### src/rtl/datamem_arb_pkg.sv
// Shared types and constants for the data-memory arbiter.
// Optional feature macro: DATAMEM_ARB_RR_EN (round-robin tie break).
package datamem_arb_pkg;

  localparam int DMA_ADDR_W = 7;
  localparam int DMA_DATA_W = 32;

  typedef enum logic [1:0] {
    IDLE   = 2'd0,
    ACCESS = 2'd1,
    RESP   = 2'd2
  } arb_state_t;

  typedef enum logic {
    PORT_A = 1'b0,
    PORT_B = 1'b1
  } port_id_t;

  // The port that did not take the previous grant.
  function automatic port_id_t other_port(input port_id_t p);
    return (p == PORT_A) ? PORT_B : PORT_A;
  endfunction

endpackage

### src/rtl/datamem_arbiter_arb_pick.sv
// Combinational winner select for the data-memory arbiter.
// With DATAMEM_ARB_RR_EN defined a tie goes to the port not served last;
// otherwise port A always wins a tie.
module arb_pick
  import datamem_arb_pkg::*;
(
  input  logic     a_req,
  input  logic     b_req,
  input  port_id_t last_served,
  output logic     valid,
  output port_id_t winner
);

`ifndef DATAMEM_ARB_RR_EN
  // Fixed priority ignores history; keep the input visibly consumed.
  logic w_unused_last_served;
  assign w_unused_last_served = last_served;
`endif

  // Pick the winner among the active requests.
  always_comb begin
    valid = a_req | b_req;
    if (a_req && b_req) begin
`ifdef DATAMEM_ARB_RR_EN
      winner = other_port(last_served);
`else
      winner = PORT_A;
`endif
    end else if (b_req) begin
      winner = PORT_B;
    end else begin
      winner = PORT_A;
    end
  end

endmodule

### src/rtl/datamem_arbiter.sv
// Two-port arbiter in front of a single-port synchronous data memory.
// IDLE samples requests, ACCESS drives the memory for one cycle with the
// owner's grant, RESP returns read data (memory has 1-cycle read latency).
// Optional feature macro: DATAMEM_ARB_RR_EN (round-robin tie break).
module datamem_arbiter
  import datamem_arb_pkg::*;
#(
  parameter int ADDR_W = DMA_ADDR_W,
  parameter int DATA_W = DMA_DATA_W
) (
  input  logic              clk,
  input  logic              rst,
  input  logic              a_req,
  input  logic              a_we,
  input  logic [ADDR_W-1:0] a_addr,
  input  logic [DATA_W-1:0] a_wdata,
  output logic              a_gnt,
  output logic              a_rvalid,
  output logic [DATA_W-1:0] a_rdata,
  input  logic              b_req,
  input  logic              b_we,
  input  logic [ADDR_W-1:0] b_addr,
  input  logic [DATA_W-1:0] b_wdata,
  output logic              b_gnt,
  output logic              b_rvalid,
  output logic [DATA_W-1:0] b_rdata,
  output logic [ADDR_W-1:0] mem_addr,
  output logic [DATA_W-1:0] mem_wdata,
  output logic              mem_we,
  input  logic [DATA_W-1:0] mem_rdata
);

  arb_state_t        r_state;
  port_id_t          r_owner;
  logic              r_a_gnt;
  logic              r_b_gnt;
  logic              r_a_rvalid;
  logic              r_b_rvalid;
  logic              r_mem_we;
  logic [ADDR_W-1:0] r_mem_addr;
  logic [DATA_W-1:0] r_mem_wdata;
  logic [DATA_W-1:0] r_a_rdata;
  logic [DATA_W-1:0] r_b_rdata;

  logic              w_valid;
  port_id_t          w_winner;
  port_id_t          w_last_served;
  logic              w_sel_we;
  logic [ADDR_W-1:0] w_sel_addr;
  logic [DATA_W-1:0] w_sel_wdata;

  arb_pick u_arb_pick (
    .a_req       (a_req),
    .b_req       (b_req),
    .last_served (w_last_served),
    .valid       (w_valid),
    .winner      (w_winner)
  );

`ifdef DATAMEM_ARB_RR_EN
  port_id_t r_last_served;
  assign w_last_served = r_last_served;

  // Remember which port took the most recent grant.
  always_ff @(posedge clk or posedge rst) begin
    if (rst) begin
      r_last_served <= PORT_B;
    end else if ((r_state == IDLE) && w_valid) begin
      r_last_served <= w_winner;
    end
  end
`else
  assign w_last_served = PORT_B;
`endif

  // Route the winning requester's command toward the latch.
  always_comb begin
    if (w_winner == PORT_B) begin
      w_sel_we    = b_we;
      w_sel_addr  = b_addr;
      w_sel_wdata = b_wdata;
    end else begin
      w_sel_we    = a_we;
      w_sel_addr  = a_addr;
      w_sel_wdata = a_wdata;
    end
  end

  // Arbiter FSM: latch the winner, drive memory, return read data.
  always_ff @(posedge clk or posedge rst) begin
    if (rst) begin
      r_state     <= IDLE;
      r_owner     <= PORT_A;
      r_a_gnt     <= 1'b0;
      r_b_gnt     <= 1'b0;
      r_a_rvalid  <= 1'b0;
      r_b_rvalid  <= 1'b0;
      r_mem_we    <= 1'b0;
      r_mem_addr  <= '0;
      r_mem_wdata <= '0;
      r_a_rdata   <= '0;
      r_b_rdata   <= '0;
    end else begin
      // Strobes are single-cycle unless re-asserted below.
      r_a_gnt    <= 1'b0;
      r_b_gnt    <= 1'b0;
      r_a_rvalid <= 1'b0;
      r_b_rvalid <= 1'b0;
      r_mem_we   <= 1'b0;
      case (r_state)
        IDLE: begin
          if (w_valid) begin
            r_owner     <= w_winner;
            r_mem_addr  <= w_sel_addr;
            r_mem_wdata <= w_sel_wdata;
            r_mem_we    <= w_sel_we;
            r_a_gnt     <= (w_winner == PORT_A);
            r_b_gnt     <= (w_winner == PORT_B);
            r_state     <= ACCESS;
          end else begin
            r_state <= IDLE;
          end
        end
        ACCESS: begin
          // r_mem_we still holds the latched direction during ACCESS.
          if (r_mem_we) begin
            r_state <= IDLE;
          end else begin
            r_a_rvalid <= (r_owner == PORT_A);
            r_b_rvalid <= (r_owner == PORT_B);
            r_state    <= RESP;
          end
        end
        RESP: begin
          if (r_owner == PORT_B) begin
            r_b_rdata <= mem_rdata;
          end else begin
            r_a_rdata <= mem_rdata;
          end
          r_state <= IDLE;
        end
        default: begin
          r_state <= IDLE;
        end
      endcase
    end
  end

  assign a_gnt     = r_a_gnt;
  assign b_gnt     = r_b_gnt;
  assign a_rvalid  = r_a_rvalid;
  assign b_rvalid  = r_b_rvalid;
  assign mem_we    = r_mem_we;
  assign mem_addr  = r_mem_addr;
  assign mem_wdata = r_mem_wdata;

  // Memory read data only exists during RESP, so the owner sees it directly
  // then; afterwards each port holds the last word it was given.
  assign a_rdata = r_a_rvalid ? mem_rdata : r_a_rdata;
  assign b_rdata = r_b_rvalid ? mem_rdata : r_b_rdata;

endmodule

### config.mk
export PLATFORM = sky130hd
export DESIGN_NAME = datamem_arbiter
export DESIGN_NICKNAME = d
export VERILOG_FILES = /design/src/rtl/datamem_arb_pkg.sv /design/src/rtl/datamem_arbiter_arb_pick.sv /design/src/rtl/datamem_arbiter.sv
export SDC_FILE = /design/constraint.sdc
export NUM_CORES = 1
export LEC_CHECK = 0
export CAP_MARGIN = 20
export CORE_MARGIN = 2
export CORE_UTILIZATION = 47
export DETAILED_ROUTE_END_ITERATION = 6
export GPL_TIMING_DRIVEN = 0
export PLACE_DENSITY = 0.86
export SYNTH_ARGS = -nofsm -noshare
export SYNTH_HDL_FRONTEND = slang
export SYNTH_SLANG_ARGS = --single-unit
### constraint.sdc
create_clock -name clk -period 7.27 [get_ports clk]
set_clock_uncertainty 0.05 [all_clocks]
set_input_delay 1.0905 -clock clk [delete_from_list [all_inputs] [get_ports clk]]
set_output_delay 1.0905 -clock clk [all_outputs]
set_load 0.005 [all_outputs]
---- Word-level counts from Yosys, hierarchy flattened ----
Cells that the tools add are included.
operators by class
  bitwise gates (word level) .............. 3
  multiplexer cells ....................... 20
  equality and inequality tests ........... 2
  reduce and logical (&&, ||, !) cells .... 5
operator list
  cell                                            count
  two-way mux 32 bit                              3
  two-way mux 1 bit                               14
  two-way mux 7 bit                               1
  AND reduction 2 bit                             3
  one-hot mux 2 bit (2 select lines)              1
  == test 2 x 1 -> 1 bit (second input constant)  1
  == test 2 bit (second input constant)           1
  logical NOT 2 bit                               1
  two-way mux 2 bit                               1
  NOT 1 bit                                       2
  logical AND 1 bit                               1
  bitwise OR 1 bit                                1
storage, ports and cells
  word-level logic and storage cells ...... 41
  flip-flop bits (word level) ............. 111
  bits of input ports ..................... 116
  output and inout bits ................... 108

---- Logic depth before layout (Yosys ltp) ----
  depth in word-level cells ............... 5
  mapped depth ............................ 5
  mapped depth without buffers ............ 3

---- Hierarchy ----
From an unflattened synthesis, not the netlist that was laid out.
unflattened totals
  cells, all modules ...................... 355
  area, all modules ....................... 5381.4 um^2
by module, submodules not included
  module           area each (um^2)  cells each  instances  sequential area each (um^2)
  datamem_arbiter  5368.9            353         1          2777.7
  arb_pick         12.5              2           1          0.0

---- Worst setup path before layout ----
OpenSTA, ideal clock, no wires.
  path kind ............................... input to output
  start point ............................. in mem_rdata[30]
  end point ............................... out a_rdata[30]
  cell stages on the path ................. 1
  arrival ................................. 1.384 ns
  path buffers ............................ 0
  slack ................................... 4.745 ns
  required time ........................... 6.129 ns
  cells stage by stage .................... mux2_1
between the ends
  word-level cells in the longest chain between the ends .. 1
ends and longest elaborated chain
  item                RTL line                text
  start, declared     datamem_arbiter.sv:30   input logic [DATA_W-1:0] mem_rdata
  two-way mux 32 bit  datamem_arbiter.sv:159  assign a_rdata = r_a_rvalid ? mem_rdata : r_a_rdata;
  end, declared       datamem_arbiter.sv:19   output logic [DATA_W-1:0] a_rdata,
No other way between the ends.

---- Worst setup path after layout ----
  start point ............................. in mem_rdata[25]
  end point ............................... out b_rdata[25]
between the ends
  word-level cells in the longest chain between the ends .. 1
ends and longest elaborated chain
  item                RTL line                text
  two-way mux 32 bit  datamem_arbiter.sv:160  assign b_rdata = r_b_rvalid ? mem_rdata : r_b_rdata;
  end, declared       datamem_arbiter.sv:26   output logic [DATA_W-1:0] b_rdata,
No other way between the ends.

==> report_table.html <==
<table>
<tr><th>Metric</th><th>Value</th></tr>
<tr><th colspan="2">Status</th></tr>
<tr><td>Status</td><td>completed</td></tr>
<tr><th colspan="2">Finish</th></tr>
<tr><td>Fraction of layout cells with a size suffix above 1</td><td>0.404</td></tr>
<tr><td>Filler cell count</td><td>854</td></tr>
<tr><td>Total number of nets in the final design</td><td>708</td></tr>
<tr><td>Most frequent standard cell in the layout excluding fill and tap cells</td><td>sky130_fd_sc_hd__clkdlybuf4s50_1</td></tr>
<tr><td>Count of non-filler cells in the finished layout</td><td>744</td></tr>
<tr><td>Synth-to-layout area growth</td><td>48.5%</td></tr>
<tr><td>Diode insertion count for antenna repair</td><td>0</td></tr>
<tr><td>Commonest cells after routing, fill and taps aside</td><td>223 x sky130_fd_sc_hd__clkdlybuf4s50_1, 134 x sky130_fd_sc_hd__mux2_2, 111 x sky130_fd_sc_hd__dfrtp_1</td></tr>
<tr><th colspan="2">Drt</th></tr>
<tr><td>Post-route DRC</td><td>0</td></tr>
<tr><td>Wire length the detailed router placed on met1</td><td>5220 um</td></tr>
<tr><td>Avg Vias per Cell</td><td>5.03</td></tr>
<tr><td>Final wirelength</td><td>13,300 um</td></tr>
<tr><td>Routed length per placed instance</td><td>17.8 um</td></tr>
<tr><td>Initial DRC Count</td><td>96</td></tr>
<tr><td>Vias post-DR</td><td>3,744</td></tr>
<tr><td>Met3 wire len</td><td>1030 um</td></tr>
<tr><td>Met2 WL post-DR</td><td>6840 um</td></tr>
<tr><td>Top layer reached by signal wires</td><td>met4</td></tr>
<tr><td>Count of TritonRoute iterations in the first routing pass</td><td>4</td></tr>
<tr><td>Number of routed nets with antenna violations</td><td>0</td></tr>
<tr><th colspan="2">Critical path</th></tr>
<tr><td>Worst Path Required</td><td>6.13 ns</td></tr>
<tr><td>Worst endpoint data arrival time</td><td>2.35 ns</td></tr>
<tr><td>Worst reg2reg setup slack</td><td>5.58 ns</td></tr>
<tr><td>Critical Path End Type</td><td>output pin</td></tr>
<tr><td>R2R Path End</td><td>r_a_rdata[15]</td></tr>
<tr><td>CP startpoint kind</td><td>primary input</td></tr>
<tr><td>R2r worst-path depth</td><td>3</td></tr>
<tr><td>Crit path kind</td><td>primary input to output pin</td></tr>
<tr><td>Largest fanout of any net on the critical path</td><td>4</td></tr>
<tr><td>Startpoint of the lowest-slack register-to-register path</td><td>r_state[0]</td></tr>
<tr><th colspan="2">Global route</th></tr>
<tr><td>Wire length of the first global-routing pass</td><td>21,400 um</td></tr>
<tr><td>Number of antenna violations at the first check in global routing</td><td>0</td></tr>
<tr><td>Global route total overflow</td><td>0</td></tr>
<tr><td>Largest net degree at the start of global routing</td><td>65</td></tr>
<tr><td>Global-route usage over all layers</td><td>0.212</td></tr>
<tr><td>Via count of the first global-routing pass</td><td>4,127</td></tr>
<tr><th colspan="2">Placed design</th></tr>
<tr><td>Post-detailed-placement half-perimeter wirelength</td><td>10,100 um</td></tr>
<tr><td>Port-buffer cells</td><td>223</td></tr>
<tr><td>Placed Instances</td><td>728</td></tr>
<tr><td>Last weighted congestion value of the routability-driven placer</td><td>0.752</td></tr>
<tr><th colspan="2">Synthesis</th></tr>
<tr><td>Register area share after synthesis</td><td>0.492</td></tr>
<tr><td>Syn nets</td><td>473</td></tr>
<tr><td>Yosys warning total</td><td>0</td></tr>
<tr><td>Average instance area after synthesis</td><td>15.8 sq um</td></tr>
<tr><td>Synthesized instance count</td><td>357</td></tr>
<tr><td>Syn Std Cell Area</td><td>5640 sq um</td></tr>
<tr><td>Synth area leader</td><td>sky130_fd_sc_hd__dfrtp_1</td></tr>
<tr><td>Most area-consuming cells after synthesis</td><td>sky130_fd_sc_hd__dfrtp_1 49%, sky130_fd_sc_hd__mux2_2 27%, sky130_fd_sc_hd__mux2_4 18%, sky130_fd_sc_hd__buf_4 0.93%, sky130_fd_sc_hd__buf_2 0.80%</td></tr>
<tr><td>Synth top area share</td><td>0.492</td></tr>
<tr><td>Number of different library cells in the post-synthesis netlist</td><td>24</td></tr>
<tr><td>Flip-flop and latch count after synthesis</td><td>111</td></tr>
<tr><th colspan="2">STA</th></tr>
<tr><td>Post-Route Setup TNS</td><td>0 ns</td></tr>
<tr><td>Number of hold violations in the final report</td><td>0</td></tr>
<tr><td>Max-slew violations</td><td>0</td></tr>
<tr><td>Final count of negative-setup-slack endpoints</td><td>0</td></tr>
<tr><td>RSZ-0062 raised after global routing</td><td>no</td></tr>
<tr><td>Tcrit/Tclk final</td><td>0.481</td></tr>
<tr><td>Upper clock frequency limit</td><td>0.286 GHz</td></tr>
<tr><td>Period minus WS final</td><td>3.49 ns</td></tr>
<tr><td>Remaining max-slew budget at the tightest pin</td><td>0.479</td></tr>
<tr><td>Tightest Pin Transition</td><td>0.782 ns</td></tr>
<tr><th colspan="2">Die</th></tr>
<tr><td>Die Height</td><td>114 um</td></tr>
<tr><td>Die span in x</td><td>114 um</td></tr>
<tr><td>Count of pins on the block boundary</td><td>224</td></tr>
<tr><td>Full die area</td><td>12,900 sq um</td></tr>
<tr><td>Starting utilization of the core area</td><td>0.476</td></tr>
<tr><td>Std cell rows</td><td>40</td></tr>
<tr><td>Area of the core</td><td>11,900 sq um</td></tr>
<tr><th colspan="2">Clocking</th></tr>
<tr><td>Number of gates given a new drive strength after cts</td><td>0</td></tr>
<tr><td>Worst-skew pair later-pin latency</td><td>0.33 ns</td></tr>
<tr><td>H-Tree Level Count</td><td>3</td></tr>
<tr><td>Clk slew on worst S/H paths</td><td>0.07 ns</td></tr>
<tr><td>Hold-fix buffers, CTS</td><td>0</td></tr>
<tr><td>Number of buffers between clock root and the deepest sink</td><td>2</td></tr>
<tr><td>Sink count of the clock tree</td><td>111</td></tr>
<tr><td>Buffer type at the clock tree root</td><td>sky130_fd_sc_hd__clkbuf_16</td></tr>
<tr><td>Cts bufs inserted</td><td>9</td></tr>
<tr><td>CTS tree</td><td>yes</td></tr>
<tr><td>Setup bufs post-CTS</td><td>0</td></tr>
<tr><th colspan="2">Run</th></tr>
<tr><td>Number of maximum-capacitance constraint violations</td><td>0</td></tr>
<tr><th colspan="2">Worst hold path</th></tr>
<tr><td>Worst hold endpoint</td><td>r_state[1]</td></tr>
<tr><td>Hold Path Stages</td><td>1</td></tr>
<tr><td>Startpoint of the tightest hold check path</td><td>mem_we</td></tr>
<tr><td>Hold/Removal Path Class</td><td>flip-flop to flip-flop</td></tr>
<tr><th colspan="2">Power and ir drop</th></tr>
<tr><td>P_leak</td><td>3.60 nW</td></tr>
<tr><td>Worst vdd rail ir drop</td><td>0.170 mV</td></tr>
<tr><td>Overall power consumption</td><td>3.43 mW</td></tr>
<tr><td>Power per cell area</td><td>409 nW/um^2</td></tr>
</table>
## area by class of cell
class                           count  area, sq um  share of cell area
Tap cell                          147          184              0.0219
Inverter                            2         10.0             0.00119
Clock buffer                       13          250              0.0299
Timing Repair Buffer              224         2260               0.270
Buffer                             23          181              0.0216
Clock inverter                      3         42.5             0.00508
Multi-Input combinational cell    221         2680               0.319
Sequential cell                   111         2780               0.331
## metal layers
metal  up-vias  global-route usage
met5         -                   0
met3        12              0.0584
met2       139               0.376
met4         0              0.0659
li1       1759                   -
met1      1834               0.252
## report_power, final
group          switching, mW  internal (mW)
Sequential             0.172          0.933
Combinational          0.570           1.27
Clock                  0.210          0.277
Total                  0.952           2.48
## through the flow
step	instance area, sq um	util	setup slack, ns	hold WS, ns
after floorplan	5640	-	3.20	0.398
after global placement	8060	0.679	1.72	0.395
after detailed placement	8090	0.682	3.77	0.390
after CTS	8380	0.707	3.77	0.401
after global routing	8380	0.707	3.72	0.440
final	8380	0.707	3.78	0.401
## flip-flops by register name (all words and copies together) (netlist names)
name / count
b_gnt: 1
r_state: 2
b_rvalid: 1
a_gnt: 1
mem_addr: 7
mem_wdata: 32
r_owner: 1
mem_we: 1
r_b_rdata: 32
a_rvalid: 1
r_a_rdata: 32
## worst max-delay path, cell delays in order
cell and delay (ns):
sky130_fd_sc_hd__clkdlybuf4s50_1 0.46, sky130_fd_sc_hd__mux2_1 0.34, sky130_fd_sc_hd__clkdlybuf4s50_1 0.46
## cell usage after synthesis (all sizes together)
| library cell | n |
|---|---|
| o21ai | 1 |
| nor2b | 1 |
| inv | 2 |
| mux2 | 206 |
| nand2 | 1 |
| a21oi | 1 |
| and2 | 3 |
| nor3b | 2 |
| nand2b | 1 |
| clkbuf | 2 |
| nand3b | 1 |
| nor3 | 1 |
| buf | 21 |
| nor2 | 2 |
| dfrtp | 111 |
| o21a | 1 |
## worst max path at each step
| stage | end | start | slack [ns] |
|---|---|---|---|
| after floorplan | a_gnt | rst | 3.20 |
| after global placement | r_b_rdata[8] | rst | 1.72 |
| after detailed placement | b_rdata[25] | mem_rdata[25] | 3.77 |
| after CTS | b_rdata[25] | mem_rdata[25] | 3.77 |
| after global routing | a_rdata[30] | mem_rdata[30] | 3.72 |
| final | b_rdata[25] | mem_rdata[25] | 3.78 |
## logic make-up after synthesis
kind of cell,Yosys count,share of synthesized area
flip-flops,111,0.492
AO/OA/AOI/OAI,3,0.00310
multiplexers,206,0.456
buffers and inverters,25,0.0335
AND/OR/NAND/NOR,12,0.0149
Note: power is estimated with default switching activity, not from simulation.
